===== src/rtl/board_mem_arbiter_pkg.sv =====
// Shared game types for the board-state RAM arbiter: FSM state, requester count
// and indices, and the modulo-3 rotation helper used by the winner picker.
package game_pkg;

    typedef enum logic [1:0] {
        IDLE   = 2'd0,
        ACCESS = 2'd1,
        RESP   = 2'd2
    } arb_state_t;

    localparam int NUM_BOARD_REQ = 3;

    localparam int REQ_MINEGEN = 0;
    localparam int REQ_CLICK   = 1;
    localparam int REQ_REVEAL  = 2;

    // Pointer value after reset/flush: the scan then starts at requester 0.
    localparam logic [1:0] PTR_RESET = 2'd2;

    // Next requester index, wrapping 2 -> 0.
    function automatic logic [1:0] rr_next(input logic [1:0] idx);
        return (idx == 2'd2) ? 2'd0 : idx + 2'd1;
    endfunction

endpackage


===== src/rtl/board_mem_arbiter_if.sv =====
// Requester-side and RAM-side bus of the board memory arbiter.
// slave = arbiter view, master = requesters/RAM view.
interface board_mem_arbiter_if #(
    parameter int ADDR_W = 10,
    parameter int DATA_W = 8
);
    import game_pkg::*;

    logic [NUM_BOARD_REQ-1:0]        req;
    logic [NUM_BOARD_REQ-1:0]        lock;
    logic [NUM_BOARD_REQ-1:0]        we;
    logic [NUM_BOARD_REQ*ADDR_W-1:0] addr;
    logic [NUM_BOARD_REQ*DATA_W-1:0] wdata;
    logic [NUM_BOARD_REQ-1:0]        gnt;
    logic [NUM_BOARD_REQ-1:0]        rvalid;
    logic [DATA_W-1:0]               rdata;

    logic                            mem_en;
    logic                            mem_we;
    logic [ADDR_W-1:0]               mem_addr;
    logic [DATA_W-1:0]               mem_wdata;
    logic [DATA_W-1:0]               mem_rdata;

    modport slave (
        input  req, lock, we, addr, wdata, mem_rdata,
        output gnt, rvalid, rdata, mem_en, mem_we, mem_addr, mem_wdata
    );

    modport master (
        output req, lock, we, addr, wdata, mem_rdata,
        input  gnt, rvalid, rdata, mem_en, mem_we, mem_addr, mem_wdata
    );

endinterface


===== src/rtl/board_arb_pick.sv =====
// Combinational winner picker: first set req bit scanning ptr+1, ptr+2, ptr+3
// (mod 3). A constant ptr of 2 turns this into fixed priority 0 > 1 > 2.
module board_arb_pick
    import game_pkg::*;
(
    input  logic [NUM_BOARD_REQ-1:0] req,
    input  logic [1:0]               ptr,
    output logic [NUM_BOARD_REQ-1:0] win,
    output logic [1:0]               win_idx
);

    logic [1:0] cand;
    logic       found;

    // Rotating scan; the first hit wins, later hits are ignored.
    always_comb begin
        win_idx = 2'd0;
        found   = 1'b0;
        cand    = ptr;
        win     = '0;
        for (int k = 0; k < NUM_BOARD_REQ; k++) begin
            cand = rr_next(cand);
            if (!found && req[cand]) begin
                found   = 1'b1;
                win_idx = cand;
            end
        end
        win[win_idx] = found;
    end

endmodule


===== src/rtl/board_mem_arbiter.sv =====
// Board-state RAM arbiter/sequencer for mine generator, click handler and
// flood-fill reveal. Each access is one memory cycle (ACCESS) plus one
// response cycle (RESP); a locked owner is re-granted ahead of rotation.
// Macro BOARD_ARB_ROUND_ROBIN_EN: defined = round-robin, undefined = fixed
// priority (bit 0 highest) with no rotation pointer.
module board_mem_arbiter
    import game_pkg::*;
#(
    parameter int ADDR_W = 10,
    parameter int DATA_W = 8
) (
    input  logic                clk,
    input  logic                rst,
    input  logic                arb_en,
    input  logic                flush,
    board_mem_arbiter_if.slave  bus
);

    arb_state_t               state;
    logic [1:0]               owner;
    logic [1:0]               pick_ptr;
    logic [NUM_BOARD_REQ-1:0] pick_win;
    logic [1:0]               pick_idx;
    logic                     lock_hold;
    logic                     do_grant;
    logic [1:0]               sel_idx;
    logic [NUM_BOARD_REQ-1:0] sel_onehot;
    logic [ADDR_W-1:0]        sel_addr;
    logic [DATA_W-1:0]        sel_wdata;

`ifdef BOARD_ARB_ROUND_ROBIN_EN
    logic [1:0] ptr;
    assign pick_ptr = ptr;
`else
    assign pick_ptr = PTR_RESET;
`endif

    board_arb_pick u_pick (
        .req     (bus.req),
        .ptr     (pick_ptr),
        .win     (pick_win),
        .win_idx (pick_idx)
    );

    // Locked owner keeps the RAM only while still requesting and enabled.
    assign lock_hold = (state == RESP) && arb_en && bus.req[owner] && bus.lock[owner];
    assign do_grant  = arb_en && (|bus.req);

    // Winner selection: locked owner bypasses the rotation.
    always_comb begin
        sel_idx    = lock_hold ? owner : pick_idx;
        sel_onehot = pick_win;
        if (lock_hold) begin
            sel_onehot        = '0;
            sel_onehot[owner] = 1'b1;
        end
    end

    assign sel_addr  = bus.addr[sel_idx*ADDR_W +: ADDR_W];
    assign sel_wdata = bus.wdata[sel_idx*DATA_W +: DATA_W];

    // Read data is only driven while a read response is being returned.
    assign bus.rdata = (|bus.rvalid) ? bus.mem_rdata : '0;

    // Sequencer FSM with registered strobes; flush aborts everything.
    always_ff @(posedge clk or posedge rst) begin
        if (rst) begin
            state         <= IDLE;
            owner         <= '0;
`ifdef BOARD_ARB_ROUND_ROBIN_EN
            ptr           <= PTR_RESET;
`endif
            bus.gnt       <= '0;
            bus.rvalid    <= '0;
            bus.mem_en    <= 1'b0;
            bus.mem_we    <= 1'b0;
            bus.mem_addr  <= '0;
            bus.mem_wdata <= '0;
        end else if (flush) begin
            state         <= IDLE;
            owner         <= '0;
`ifdef BOARD_ARB_ROUND_ROBIN_EN
            ptr           <= PTR_RESET;
`endif
            bus.gnt       <= '0;
            bus.rvalid    <= '0;
            bus.mem_en    <= 1'b0;
            bus.mem_we    <= 1'b0;
            bus.mem_addr  <= '0;
            bus.mem_wdata <= '0;
        end else begin
            bus.gnt    <= '0;
            bus.rvalid <= '0;
            bus.mem_en <= 1'b0;
            case (state)
                ACCESS: begin
                    // RAM data shows up next cycle; flag it only for reads.
                    bus.rvalid[owner] <= ~bus.mem_we;
                    state             <= RESP;
                end
                IDLE, RESP: begin
                    if (do_grant) begin
                        owner         <= sel_idx;
`ifdef BOARD_ARB_ROUND_ROBIN_EN
                        ptr           <= sel_idx;
`endif
                        bus.gnt       <= sel_onehot;
                        bus.mem_en    <= 1'b1;
                        bus.mem_we    <= bus.we[sel_idx];
                        bus.mem_addr  <= sel_addr;
                        bus.mem_wdata <= sel_wdata;
                        state         <= ACCESS;
                    end else begin
                        state <= IDLE;
                    end
                end
                default: state <= IDLE;
            endcase
        end
    end

endmodule


===== src/flat_wrapper.sv =====
// flat-port wrapper written by rule: the top's interface ports become plain ports
module board_mem_arbiter_flat import game_pkg::*;
#(
    parameter int ADDR_W = 10,
    parameter int DATA_W = 8
)
  (clk, rst, arb_en, flush, bus_req, bus_lock, bus_we, bus_addr, bus_wdata, bus_mem_rdata, bus_gnt, bus_rvalid, bus_rdata, bus_mem_en, bus_mem_we, bus_mem_addr, bus_mem_wdata);
  board_mem_arbiter_if #(.ADDR_W(ADDR_W), .DATA_W(DATA_W)) bus_i ();
  input  logic clk;
  input  logic rst;
  input  logic arb_en;
  input  logic flush;
  input wire logic [$bits(bus_i.req)-1:0] bus_req;
  input wire logic [$bits(bus_i.lock)-1:0] bus_lock;
  input wire logic [$bits(bus_i.we)-1:0] bus_we;
  input wire logic [$bits(bus_i.addr)-1:0] bus_addr;
  input wire logic [$bits(bus_i.wdata)-1:0] bus_wdata;
  input wire logic [$bits(bus_i.mem_rdata)-1:0] bus_mem_rdata;
  output wire logic [$bits(bus_i.gnt)-1:0] bus_gnt;
  output wire logic [$bits(bus_i.rvalid)-1:0] bus_rvalid;
  output wire logic [$bits(bus_i.rdata)-1:0] bus_rdata;
  output wire logic [$bits(bus_i.mem_en)-1:0] bus_mem_en;
  output wire logic [$bits(bus_i.mem_we)-1:0] bus_mem_we;
  output wire logic [$bits(bus_i.mem_addr)-1:0] bus_mem_addr;
  output wire logic [$bits(bus_i.mem_wdata)-1:0] bus_mem_wdata;
  assign bus_i.req = bus_req;
  assign bus_i.lock = bus_lock;
  assign bus_i.we = bus_we;
  assign bus_i.addr = bus_addr;
  assign bus_i.wdata = bus_wdata;
  assign bus_i.mem_rdata = bus_mem_rdata;
  assign bus_gnt = bus_i.gnt;
  assign bus_rvalid = bus_i.rvalid;
  assign bus_rdata = bus_i.rdata;
  assign bus_mem_en = bus_i.mem_en;
  assign bus_mem_we = bus_i.mem_we;
  assign bus_mem_addr = bus_i.mem_addr;
  assign bus_mem_wdata = bus_i.mem_wdata;
  board_mem_arbiter #(.ADDR_W(ADDR_W), .DATA_W(DATA_W)) u_core (.clk(clk), .rst(rst), .arb_en(arb_en), .flush(flush), .bus(bus_i));
endmodule

===== config.mk =====
export PLATFORM = sky130hd
export DESIGN_NAME = board_mem_arbiter_flat
export DESIGN_NICKNAME = d
export VERILOG_FILES = /design/src/rtl/board_mem_arbiter_pkg.sv /design/src/rtl/board_mem_arbiter_if.sv /design/src/rtl/board_arb_pick.sv /design/src/rtl/board_mem_arbiter.sv /design/src/flat_wrapper.sv
export SDC_FILE = /design/constraint.sdc
export NUM_CORES = 1
export LEC_CHECK = 0
export ABC_CLOCK_PERIOD_IN_PS = 2200
export CAP_MARGIN = 25
export CORE_MARGIN = 2
export CORE_UTILIZATION = 38
export CTS_CLUSTER_DIAMETER = 150
export CTS_CLUSTER_SIZE = 28
export DETAILED_ROUTE_END_ITERATION = 6
export PLACE_DENSITY = 0.77
export SLEW_MARGIN = 20
export SYNTH_ARGS = -nofsm -noshare
export SYNTH_HDL_FRONTEND = slang
export SYNTH_SLANG_ARGS = --single-unit

===== constraint.sdc =====
create_clock -name clk -period 2.2 [get_ports clk]
set_clock_uncertainty 0.2 [all_clocks]
set_input_delay 0.55 -clock clk [delete_from_list [all_inputs] [get_ports clk]]
set_output_delay 0.55 -clock clk [all_outputs]
set_load 0.01 [all_outputs]

==> summary.md <==
| Metric | Value |
|---|---|
| Status | finished, final reports clean |
| Chain of cells forming the critical path | clkdlybuf4s50_1 > buf_4 > nand2b_1 > buf_4 > mux2i_1 > o22a_2 > o21ai_0 |
| Layout Cell Area excl Fill | 3278 µm² |
| Wire length of the first global-routing pass | 9.432 mm |
| Hold Path Depth | 2 |
| FF-to-FF setup slack | 0.32 ns |
| TritonCTS clock tree | done |
| Startpoint of the worst hold path | u_core.bus.mem_addr[6] |
| Number of detailed-routing iterations run before antenna repair | 4 |
| Setup ws final | 0.02927 ns |
| Largest net degree at the start of global routing | 30 |
| TritonCTS buffer count | 5 |
| Post-synthesis net count | 261 |
| Total power per unit cell area | 446.8 nW/µm² |
| Largest fanout on the critical path | 14 |
| Initial cell density of the core | 39.76% |
| Post-synth top area share | 38.13% |
| Count of H-tree levels built during CTS | 2 |
| Launch instance of the worst register-to-register path | u_core.bus.mem_en |
| Fill cells | 404 |
| Power Total | 1.465 mW |
| Synthesized area divided by synthesized cell count | 10.23 µm² |
| Share of the cycle needed by the critical path after routing | 98.67% |
| Final core occ | 68.50% |
| Final ANT Viol Nets | 0 |
| Final GP Congestion | 0.8437 |
| Worst max-slew margin expressed relative to the limit | 75.08% |
| Startpoint types | primary input |
| Boundary pin count | 109 |
| Number of pins exceeding their max-slew limit in the final report | 0 |
| Placed cell area | 3138 µm² |
| Routed WL per cell | 16.19 µm |
| Post-detailed-route DRC marker count | 0 |
| Worst r2r path cells | 7 |
| Detailed Place HPWL | 4.346 mm |
| Num Clock Sinks | 29 |
| Type of the setup path with the least slack | in -> reg |
| Overflow after GRT | 0 |
| Data required time at the worst endpoint | 2.15 ns |
| Clock transition at the registers of the reported paths | 0.06 ns |
| First DRT Iteration DRCs | 138 |
| Post-synth cell types | 36 |
| Pre-CTS setup slack | -0.5414 ns |
| Capture endpoint of the worst hold path | u_core.bus.mem_addr[6] |
| Total length of routed wires | 6.088 mm |
| Proportion of synthesized chip area in sequential cells | 38.13% |
| IR Drop Worst-Case VDD | 0.2988 mV |
| Die span in y | 74.77 µm |
| Area added between synthesis and finish | 72.25% |
| Die width | 74.77 µm |
| Antenna cells | 0 |
| Layout cells sized above 1 | 15.53% |
| Core Box Area | 4786 µm² |
| Class of the tightest hold or removal check | reg -> reg |
| RSZ-0062 raised after global routing | true |
| Die outline area | 5590 µm² |
| Number of global-route vias before repair | 2063 |
| Yosys top cell by area | dfrtp_1 |
| Minimum clock period | 2.171 ns |
| Number of I/O port buffers | 108 |
| Cell types occupying the most area after synthesis | dfrtp_1 (38%), mux2i_1 (19%), a22oi_1 (7.5%) |
| Vias | 2044 |
| Data arrival time of the critical path | 2.12 ns |
| Stage delay of the slowest cell on the critical path | 0.52 ns |
| NumNets Final | 384 |
| Kind of cell adding the most delay to the critical path | buffers and inverters |
| Cell area after synthesis | 1903 µm² |
| Number of register bits inferred by synthesis | 29 |
| Library cell contributing the largest single delay on the critical path | clkdlybuf4s50_1 |
| Transition at the pin with the smallest max-transition slack | 0.3726 ns |
| Crit path capture type | register |
| Final setup vio count | 0 |
| Worst hold slack | 0.3077 ns |
| Number of instances in the synthesized netlist | 186 |
| Buffer levels on the longest clock path | 2 |
| Maximum clock rate | 460.7 MHz |
| Row Count | 25 |
| Average via count per standard cell | 5.436 |
| Capture instance of the worst register-to-register path | u_core.bus.mem_addr[5] |
| Global-route usage over all layers | 22.12% |
| Max-capacitance violation count | 0 |
| Cell mode on critical path | buf_4 |
| Clk Tree Root Cell | clkbuf_8 |
| Clk Latency, worst-skew pair | 0.28 ns |
| Buffers & Inverters on Critical Path | 3 |
| Final hold violation count | 0 |
| Synthesis Warnings | 0 |
| Number of antenna violations at the first check in global routing | 0 |
| Leakage power | 1.522 nW |
==> where the power goes <==
part	internal (mW)	switching (mW)	total, mW
registers	0.565	0.0203	0.586
clock network	0.248	0.195	0.443
logic	0.273	0.163	0.436
total	1.09	0.379	1.46
==> kinds of logic (layout without fill, tap and decap cells) <==
family	count (synthesis)	in the layout	share of synthesized area, %
AND/OR/NAND/NOR	37	38	12.23
buffers and inverters	15	137	4.602
AO/OA/AOI/OAI	67	67	24.92
multiplexers	38	38	20.12
flip-flops	29	29	38.13
==> state kept, by name, indices dropped and copies added, names as in the netlist <==
name	cells
u_core.bus.mem_wdata	8
u_core.bus.mem_en	1
u_core.state	1
u_core.bus.gnt	3
u_core.bus.mem_addr	10
u_core.bus.mem_we	1
u_core.bus.rvalid	3
u_core.owner	2
==> cell type report <==
type / instances / area, µm² / share of cell area (%)
Inverter: 2 / 7.507 / 0.2290
Clock buffer: 7 / 86.33 / 2.634
Tap cell: 67 / 83.83 / 2.557
Timing Repair Buffer: 128 / 1247 / 38.05
Sequential cell: 29 / 725.7 / 22.14
Multi-Input combinational cell: 143 / 1127 / 34.39
==> placed cells by master, fill, tap and decap left out, drive strengths merged, types with 2 or more instances in the layout <==
cell / count
nand2: 5
clkbuf: 7
nand2b: 3
dlygate4sd2: 7
nor2b: 11
and3: 2
nor3b: 4
o21ai: 22
inv: 2
nor3: 3
mux2: 2
buf: 20
mux2i: 36
and2: 2
nor2: 4
a21oi: 3
dfrtp: 29
o22a: 18
a22oi: 19
clkdlybuf4s50: 100
==> worst register-to-register path: cells and delay by family (launching register included) <==
family | cells | cell delay [ns]
AOI/OAI and AO/OA | 2 | 0.26
and+or+nand+nor | 3 | 0.57
buffers and inverters | 2 | 0.32
DFF | 1 | 0.40
==> worst max-delay path by stage <==
| stage | from | endpoint | slack, ns | cells past startpoint |
|---|---|---|---|---|
| final | bus_req[0] | u_core.bus.mem_addr[3] | 0.03 | 7 |
| after floorplan | arb_en | u_core.bus.mem_addr[8] | 0.35 | 7 |
| after CTS | bus_req[1] | u_core.bus.mem_addr[5] | 0.03 | 6 |
| after global placement | bus_req[2] | u_core.bus.mem_wdata[4] | -0.51 | 6 |
| after detailed placement | bus_req[1] | u_core.bus.mem_addr[5] | -0.54 | 6 |
| after global routing | arb_en | u_core.bus.mem_addr[5] | -0.05 | 8 |
==> per-layer routing <==
metal  wire length [µm]  GRT usage [%]  vias to the layer above  share of wire, %
met5                  0              0                        -                 0
met4                 80          6.349                        0               1.3
met3                472          5.756                       11               7.8
met2               2990          37.36                      100                49
met1               2546          28.05                      972                42
li1                   -              -                      961                 -
==> timing repair <==
| action | 4_1_cts | 5_1_grt |
|---|---|---|
| endpoints found under the setup margin | 29 | 23 |
| buffers inserted | 0 | 2 |
| resized for setup | 9 | 6 |
| hold buffers | 0 | 0 |
| cloned | 0 | 1 |
| pin swaps | 0 | 0 |
==> Yosys cell counts, drive strengths merged <==
cell    count
o22ai       1
and3b       1
a31oi       1
nand2       5
inv         2
o21ai      22
o22a       18
clkbuf      3
mux2        2
nand2b      3
buf        10
mux2i      36
nor3        3
o21a        1
and2        2
nand3       1
a21oi       3
a22oi      19
nor2        4
nand4b      1
and2b       1
and3        2
nor3b       4
a21o        1
dfrtp      29
nor2b      10
a21bo       1
==> stage by stage <==
step           TNS, ns  std cells
2_1_floorplan        0        186
3_3_place_gp    -11.77        366
3_5_place_dp    -12.13        366
4_1_cts              0        373
5_1_grt        -0.3458        376
6_report             0        376
No activity file was read; power rests on OpenSTA's default activity.
